**src/rtl/depacketizer_n_sub_if.sv**
```systemverilog
// Flit-side and consumer-side signals of the multi-flit depacketizer.
// The slave modport is the depacketizer; the master modport is its environment.
interface depacketizer_n_sub_if #(
    parameter int WIDTH_FLIT       = 36,
    parameter int NUM_FLITS        = 4,
    parameter int VC_ADDRESS_WIDTH = 2,
    parameter int WIDTH_DATA       = 120
);
    localparam int NFLITS_W = $clog2(NUM_FLITS + 1);

    logic [WIDTH_FLIT-1:0]       flit_in;
    logic                        valid_in;
    logic                        ready_out;
    logic [WIDTH_DATA-1:0]       data_out;
    logic [VC_ADDRESS_WIDTH-1:0] vc_out;
    logic [NFLITS_W-1:0]         nflits_out;
    logic                        valid_out;
    logic                        ready_in;
    logic                        err_out;

    modport master (
        output flit_in, valid_in, ready_in,
        input  ready_out, data_out, vc_out, nflits_out, valid_out, err_out
    );

    modport slave (
        input  flit_in, valid_in, ready_in,
        output ready_out, data_out, vc_out, nflits_out, valid_out, err_out
    );
endinterface

```
**src/rtl/depacketizer_n_sub.sv**
```systemverilog
// Reassembles 1..NUM_FLITS NoC flits into one word with a registered valid/ready output.
// Optional error counter enabled by defining DEPKT_ERR_CNT_EN.
module depacketizer_n_sub #(
    parameter int WIDTH_FLIT       = 36,
    parameter int NUM_FLITS        = 4,
    parameter int VC_ADDRESS_WIDTH = 2,
    parameter int ADDRESS_WIDTH    = 4,
    parameter int WIDTH_DATA       = 120
) (
    input  logic clk,
    input  logic rst,
`ifdef DEPKT_ERR_CNT_EN
    input  logic        err_cnt_clr,
    output logic [15:0] err_cnt_out,
`endif
    depacketizer_n_sub_if.slave bus
);
    localparam int WIDTH_BODY     = WIDTH_FLIT - 3 - VC_ADDRESS_WIDTH;
    localparam int WIDTH_HEAD     = WIDTH_BODY - ADDRESS_WIDTH;
    localparam int WIDTH_DATA_IDL = NUM_FLITS * WIDTH_BODY - ADDRESS_WIDTH;
    localparam int CNT_W          = $clog2(NUM_FLITS + 1);

    if (WIDTH_DATA > WIDTH_DATA_IDL) begin : g_width_check
        $error("WIDTH_DATA exceeds NUM_FLITS*WIDTH_BODY-ADDRESS_WIDTH");
    end

    typedef enum logic [1:0] {IDLE, ACCUM, HOLD} state_t;

    state_t                      state_q, state_d;
    logic [WIDTH_DATA_IDL-1:0]   acc_q, acc_d;
    logic [CNT_W-1:0]            cnt_q, cnt_d;
    logic [VC_ADDRESS_WIDTH-1:0] vc_q, vc_d;
    logic                        err_q, err_d;

    logic                        f_head, f_tail, accept;
    logic [VC_ADDRESS_WIDTH-1:0] f_vc;
    logic [WIDTH_DATA_IDL-1:0]   head_acc, body_acc;

    assign f_head = bus.flit_in[WIDTH_FLIT-2];
    assign f_tail = bus.flit_in[WIDTH_FLIT-3];
    assign f_vc   = bus.flit_in[WIDTH_FLIT-4 -: VC_ADDRESS_WIDTH];

    assign bus.ready_out = (state_q != HOLD) | bus.ready_in;
    assign accept        = bus.valid_in & bus.flit_in[WIDTH_FLIT-1] & bus.ready_out;

    always_comb begin
        head_acc = '0;
        head_acc[WIDTH_DATA_IDL-1 -: WIDTH_HEAD] = bus.flit_in[WIDTH_HEAD-1:0];
        // cnt_q flits are already stored, so the next field lands in slot cnt_q
        body_acc = acc_q;
        for (int k = 1; k < NUM_FLITS; k++) begin
            if (cnt_q == CNT_W'(k))
                body_acc[WIDTH_DATA_IDL-1-WIDTH_HEAD-(k-1)*WIDTH_BODY -: WIDTH_BODY] =
                    bus.flit_in[WIDTH_BODY-1:0];
        end
    end

    always_comb begin
        state_d = state_q;
        acc_d   = acc_q;
        cnt_d   = cnt_q;
        vc_d    = vc_q;
        err_d   = 1'b0;

        case (state_q)
            IDLE: begin
                if (accept && !f_head) err_d = 1'b1;
            end
            ACCUM: begin
                if (accept && !f_head) begin
                    acc_d = body_acc;
                    cnt_d = cnt_q + CNT_W'(1);
                    if (f_tail) begin
                        state_d = HOLD;
                    end else if (cnt_q == CNT_W'(NUM_FLITS - 1)) begin
                        err_d   = 1'b1;
                        state_d = IDLE;
                        acc_d   = '0;
                        cnt_d   = '0;
                    end
                end
            end
            HOLD: begin
                if (bus.ready_in) begin
                    state_d = IDLE;
                    if (accept && !f_head) err_d = 1'b1;
                end
            end
            default: state_d = IDLE;
        endcase

        // A head flit always starts a fresh packet; inside ACCUM it aborts the old one
        if (accept && f_head) begin
            if (state_q == ACCUM) err_d = 1'b1;
            acc_d = head_acc;
            cnt_d = CNT_W'(1);
            vc_d  = f_vc;
            if (f_tail) begin
                state_d = HOLD;
            end else if (NUM_FLITS == 1) begin
                err_d   = 1'b1;
                state_d = IDLE;
                acc_d   = '0;
                cnt_d   = '0;
            end else begin
                state_d = ACCUM;
            end
        end
    end

    always_ff @(posedge clk or posedge rst) begin
        if (rst) begin
            state_q <= IDLE;
            acc_q   <= '0;
            cnt_q   <= '0;
            vc_q    <= '0;
            err_q   <= 1'b0;
        end else begin
            state_q <= state_d;
            acc_q   <= acc_d;
            cnt_q   <= cnt_d;
            vc_q    <= vc_d;
            err_q   <= err_d;
        end
    end

    assign bus.valid_out  = (state_q == HOLD);
    assign bus.data_out   = acc_q[WIDTH_DATA_IDL-1 -: WIDTH_DATA];
    assign bus.vc_out     = vc_q;
    assign bus.nflits_out = cnt_q;
    assign bus.err_out    = err_q;

`ifdef DEPKT_ERR_CNT_EN
    logic [15:0] err_cnt_q;

    always_ff @(posedge clk or posedge rst) begin
        if (rst) begin
            err_cnt_q <= '0;
        end else if (err_cnt_clr) begin
            err_cnt_q <= '0;
        end else if (err_q && (err_cnt_q != 16'hFFFF)) begin
            err_cnt_q <= err_cnt_q + 16'd1;
        end
    end

    assign err_cnt_out = err_cnt_q;
`endif
endmodule

```
**src/flat_wrapper.sv**
```systemverilog
// flat-port wrapper written by rule: the top's interface ports become plain ports
module depacketizer_n_sub_flat 
#(
    parameter int WIDTH_FLIT       = 36,
    parameter int NUM_FLITS        = 4,
    parameter int VC_ADDRESS_WIDTH = 2,
    parameter int ADDRESS_WIDTH    = 4,
    parameter int WIDTH_DATA       = 120
)
  (clk, rst, bus_flit_in, bus_valid_in, bus_ready_in, bus_ready_out, bus_data_out, bus_vc_out, bus_nflits_out, bus_valid_out, bus_err_out);
  depacketizer_n_sub_if #(.WIDTH_FLIT(WIDTH_FLIT), .NUM_FLITS(NUM_FLITS), .VC_ADDRESS_WIDTH(VC_ADDRESS_WIDTH), .WIDTH_DATA(WIDTH_DATA)) bus_i ();
  input  logic clk;
  input  logic rst;
  input wire logic [$bits(bus_i.flit_in)-1:0] bus_flit_in;
  input wire logic [$bits(bus_i.valid_in)-1:0] bus_valid_in;
  input wire logic [$bits(bus_i.ready_in)-1:0] bus_ready_in;
  output wire logic [$bits(bus_i.ready_out)-1:0] bus_ready_out;
  output wire logic [$bits(bus_i.data_out)-1:0] bus_data_out;
  output wire logic [$bits(bus_i.vc_out)-1:0] bus_vc_out;
  output wire logic [$bits(bus_i.nflits_out)-1:0] bus_nflits_out;
  output wire logic [$bits(bus_i.valid_out)-1:0] bus_valid_out;
  output wire logic [$bits(bus_i.err_out)-1:0] bus_err_out;
  assign bus_i.flit_in = bus_flit_in;
  assign bus_i.valid_in = bus_valid_in;
  assign bus_i.ready_in = bus_ready_in;
  assign bus_ready_out = bus_i.ready_out;
  assign bus_data_out = bus_i.data_out;
  assign bus_vc_out = bus_i.vc_out;
  assign bus_nflits_out = bus_i.nflits_out;
  assign bus_valid_out = bus_i.valid_out;
  assign bus_err_out = bus_i.err_out;
  depacketizer_n_sub #(.WIDTH_FLIT(WIDTH_FLIT), .NUM_FLITS(NUM_FLITS), .VC_ADDRESS_WIDTH(VC_ADDRESS_WIDTH), .ADDRESS_WIDTH(ADDRESS_WIDTH), .WIDTH_DATA(WIDTH_DATA)) u_core (.clk(clk), .rst(rst), .bus(bus_i));
endmodule
```
**config.mk**
```make
export PLATFORM = sky130hd
export DESIGN_NAME = depacketizer_n_sub_flat
export DESIGN_NICKNAME = d
export VERILOG_FILES = /design/src/rtl/depacketizer_n_sub_if.sv /design/src/rtl/depacketizer_n_sub.sv /design/src/flat_wrapper.sv
export SDC_FILE = /design/constraint.sdc
export NUM_CORES = 1
export LEC_CHECK = 0
export BUFFER_PORTS_ARGS = -buffer_cell sky130_fd_sc_hd__buf_2
export CAP_MARGIN = 40
export CELL_PAD_IN_SITES_DETAIL_PLACEMENT = 1
export CELL_PAD_IN_SITES_GLOBAL_PLACEMENT = 1
export CORE_ASPECT_RATIO = 0.5
export CORE_MARGIN = 2
export CORE_UTILIZATION = 30
export DETAILED_ROUTE_END_ITERATION = 7
export GPL_TIMING_DRIVEN = 0
export PLACE_DENSITY = 0.69
export SYNTH_ARGS = -nofsm -noshare
export SYNTH_HDL_FRONTEND = slang
export SYNTH_SLANG_ARGS = --single-unit
```
**constraint.sdc**
```tcl
create_clock -name clk -period 4.8 [get_ports clk]
set_input_delay 0.96 -clock clk [delete_from_list [all_inputs] [get_ports clk]]
set_output_delay 0.96 -clock clk [all_outputs]
set_load 0.1 [all_outputs]
```
After elaboration in Yosys (flattened, before gate mapping)
Index checks and enable logic that the tools add are counted.
{"block": "totals", "register_bits": 128, "inputBits": 40, "out_inout_bits": 128, "word_cells": 59}
{"block": "classes", "addsub": 1, "n_eq_ne": 11, "muxes": 28, "n_bitwise": 3, "n_reduce_logical": 10}
{"operator": "120-bit two-way mux", "n": 5}
{"operator": "31-bit two-way mux", "n": 3}
{"operator": "3-bit two-way mux", "n": 5}
{"operator": "2-bit two-way mux", "n": 6}
{"operator": "4-bit AND reduction", "n": 2}
{"operator": "1-bit two-way mux", "n": 7}
{"operator": "3-bit by 2-bit equality test with 1-bit output, second input constant", "n": 2}
{"operator": "2-bit case mux with 3 select lines", "n": 1}
{"operator": "2-bit nonzero test", "n": 3}
{"operator": "2-bit by 1-bit != test with 1-bit output, second input constant", "n": 2}
{"operator": "4-bit by 2-bit != test with 1-bit output, second input constant", "n": 1}
{"operator": "3-bit by 1-bit adder with 3-bit output, second input constant", "n": 1}
{"operator": "3-bit by 1-bit equality test with 1-bit output, second input constant", "n": 1}
{"operator": "3-bit by 1-bit != test with 1-bit output, second input constant", "n": 1}
{"operator": "3-bit by 2-bit != test with 1-bit output, second input constant", "n": 1}
{"operator": "1-bit case mux with 3 select lines", "n": 1}
{"operator": "1-bit bitwise AND", "n": 2}
{"operator": "2-bit by 1-bit equality test with 1-bit output, second input constant", "n": 1}
{"operator": "2-bit equality test, second input constant", "n": 1}
{"operator": "1-bit logical AND", "n": 2}
{"operator": "2-bit logical NOT", "n": 1}
{"operator": "2-bit != test, second input constant", "n": 1}
{"operator": "2-bit AND reduction", "n": 1}
{"operator": "1-bit logical NOT", "n": 1}
{"operator": "1-bit OR", "n": 1}

Logic depth before layout (Yosys ltp)
{"block": "logic_depth", "depth_word": 9, "mapped_depth": 9, "ltp_nobuf": 7}

Worst setup path before layout
OpenSTA, ideal clock, no wires.
{"block": "synth_timing", "kind": "reg-to-output", "start": "reg u_core.state_q[0]", "end": "out bus_ready_out", "arrival_ns": 1.914, "required_ns": 3.840, "slack_ns": 1.926, "path_stages_with_launch": 5, "n_path_buf": 0, "cell_sequence": "dfrtp_1 inv_1 ha_1 nor2b_4 inv_2"}
{"block": "synth_via", "elab_chain_cells": 2}
{"item": "start, declared", "line_no": "depacketizer_n_sub.sv:29", "text": "state_t state_q, state_d;"}
{"item": "start signal, assigned", "line_no": "depacketizer_n_sub.sv:119", "text": "state_q <= state_d;"}
{"item": "2-bit != test", "line_no": "depacketizer_n_sub.sv:43", "text": "assign bus.ready_out = (state_q != HOLD) | bus.ready_in;"}
{"item": "1-bit OR", "line_no": "depacketizer_n_sub.sv:43"}
{"item": "end, declared", "line_no": "flat_wrapper.sv:17", "text": "output wire logic [$bits(bus_i.ready_out)-1:0] bus_ready_out;"}
No other way between the ends.

Worst setup path in the final report
Ends and elaborated chain as after synthesis.

==> impl_metrics.tcl <==
set metrics [dict create \
    ioPinCount 168 \
    synthTopCellsByArea "dfrtp_1 61%, nand2_1 14%, a21oi_1 9.1%" \
    gr-usage-met3 0.0361 \
    cts_resized 0 \
    yosysTopAreaCellShare 0.608 \
    fin_area_um2 7040 \
    reg2regPathDepth 7 \
    cp.required_ps 3840 \
    fp.dieArea_um2 18700 \
    grt_usage 0.197 \
    root_buffer "clkbuf_16" \
    cts_buffers 17 \
    grt_pass1_wl_um 28100 \
    rsz0062_at_grt "no" \
    worstPathMaxFanout 10 \
    final_nets 771 \
    crit_buf_inv 3 \
    post_cts_buffers 0 \
    met2_usage 0.306 \
    critPathMaxStageDelay_ps 460 \
    drc_errors 0 \
    cts_hold_buf 0 \
    path_cells "inv_1 > ha_1 > nor2b_4 > inv_2 > buf_2" \
    rr_endpoint "u_core.bus.data_out[21]$_DFFE_PP0P_" \
    die_w_um 191 \
    antenna_found_initial 0 \
    ant_nets 0 \
    drt-total-wl_um 17600 \
    start_util 0.305 \
    synth_seq_cells 128 \
    fmax_mhz 346 \
    die_h_um 97.7 \
    period_needed_ps 2890 \
    startpoint_type "flop" \
    synth_nets 585 \
    crit_start "u_core.state_q[0]$_DFFE_PP0P_" \
    final-max-slew-violation-count 0 \
    insertion_delay_ps 410 \
    slowest_stage "buf_2" \
    core_um2 17300 \
    fillers 2033 \
    period_share 0.601 \
    endpoint_kind "output port" \
    crit_type "flop to output port" \
    cts_tree "done" \
    setup-violations-final 0 \
    post_synth.cell_area_avg_um2 9.79 \
    grt.busiest_layer "met2" \
    synth_seq_area_share 0.608 \
    fin_hold_ws_ps 478 \
    relSlewSlack 0.526 \
    fp-row-count 34 \
    hold_class "flop to flop" \
    ys.warnings.count 0 \
    layout-drive-gt1-share 0.324 \
    status "completed" \
    clk_pin_slew_ps 60 \
    dp_hpwl_um 12700 \
    clock-sinks 128 \
    grt_max_degree 89 \
    dp_worst_setup_slack_ps 2110 \
    route.vias.total 4565 \
    area_growth_pct 33.6 \
    drt_first_pass_iters 4 \
    htree_num_levels 4 \
    placed_cell_area_um2 6420 \
    critPathTopFamily "buffers and inverters" \
    layout_setup_ws_ps 1910 \
    ys_types 33 \
    vias_per_cell 4.70 \
    met1_usage 0.277 \
    grt_pass1_vias 4826 \
    io_buffers 166 \
    synth_top_cell_by_area "dfrtp_1" \
    crit_cells 5 \
    reg2reg_from "u_core.state_q[0]$_DFFE_PP0P_" \
    utilization 0.408 \
    drtIter0Drc 242 \
    r2r_slack_ps 2440 \
    clk_path_buf_depth 2 \
    tightest_slew_ps 705 \
    finClkSkew_ps 7.88 \
    grt_overflow 0 \
    max_cap_viol_count 0 \
    gp_congestion 0.747 \
    postSynthCellCount 538 \
    finalHoldViolations 0 \
    diodes 0 \
    wl_per_cell_um 18.1 \
    arrival_ps 1930 \
    worstSetupEndpoint "bus_ready_out" \
    syn_area_um2 5270 \
]
cell usage in the layout (no fill, tap or decap), drive strengths merged, types with 2 or more instances in the layout:
master and n:
bufinv 3, clkinvlp 4, ha 7, or2 2, nand4 2, and4 2
inv 11, buf 199, a22o 29, clkbuf 26, nor2 7, nand2 197
nand3 2, a21oi 96, nor2b 3, nor3 3, dfrtp 128, clkinv 3
cells by family after synthesis:
group,share of synthesized area
simple gates,0.177
fa+ha+maj,0.0166
buf+inv,0.0487
compound gates,0.150
flops,0.608
synth_stat cells:
master	instances
inv_1	6
a22o_1	29
or4_1	1
nand2_1	197
nor3b_2	1
buf_6	6
a21oi_1	96
a311oi_1	1
nor3_1	3
buf_2	25
o211ai_1	1
o41ai_1	1
nor2_1	7
nand2b_4	1
buf_4	1
and2_1	1
dfrtp_1	128
or2_1	2
and4_1	2
nand4_1	2
nor4_2	1
o32ai_1	1
nor2b_4	1
nand3_2	1
o2bb2ai_1	1
a31oi_2	1
and3_1	1
inv_2	1
nand3_1	1
nor2b_1	2
and3b_1	1
ha_1	7
clkbuf_1	8
final cells by class:
type	count	area (µm²)	area share
clock buffer	18	439	0.0624
multi-input combinational	363	1810	0.257
tap	234	293	0.0416
buffer	40	230	0.0327
sequential	128	3200	0.455
clock inverter	14	178	0.0252
timing repair buffer	167	858	0.122
inverter	7	31.3	0.00444
sequential cells by signal, indices dropped and copies added (netlist names):
| register | count |
|---|---|
| u_core.state_q | 2 |
| u_core.bus.nflits_out | 3 |
| u_core.bus.vc_out | 2 |
| u_core.bus.err_out | 1 |
| u_core.bus.data_out | 120 |
worst min-delay path, delay by kind of cell, from the launching register on:
kind / cells / cell delay (ps)
flops: 1 / 340
simple gates: 2 / 100
metal layers:
layer,vias up,part of all wire
li1,2158,-
met1,2308,0.48
met2,83,0.47
met3,16,0.039
met4,0,0.011
met5,-,0
worst min path at each step:
| stage | to | slack (ps) | from | cells past startpoint |
|---|---|---|---|---|
| floorplan | u_core.bus.err_out$_DFF_PP0_ | 510 | u_core.state_q[1]$_DFFE_PP0P_ | 1 |
| global placement | u_core.bus.vc_out[0]$_DFFE_PP0P_ | 460 | u_core.bus.vc_out[0]$_DFFE_PP0P_ | 2 |
| detailed placement | u_core.bus.vc_out[0]$_DFFE_PP0P_ | 470 | u_core.bus.vc_out[0]$_DFFE_PP0P_ | 2 |
| CTS | u_core.bus.vc_out[0]$_DFFE_PP0P_ | 480 | u_core.bus.vc_out[0]$_DFFE_PP0P_ | 2 |
| global route | u_core.bus.data_out[106]$_DFFE_PP0P_ | 510 | u_core.bus.data_out[106]$_DFFE_PP0P_ | 1 |
| finish | u_core.bus.vc_out[0]$_DFFE_PP0P_ | 480 | u_core.bus.vc_out[0]$_DFFE_PP0P_ | 2 |
per-stage QoR:
step,cells,TNS (ps)
after CTS,971,0
after floorplan,538,0
after detailed placement,939,0
after global placement,938,-165840
after global routing,971,0
final,971,0
Power is left out: the tool's default activity adds up to more than one toggle a clock period on the data nets, which glitch-free logic cannot reach.
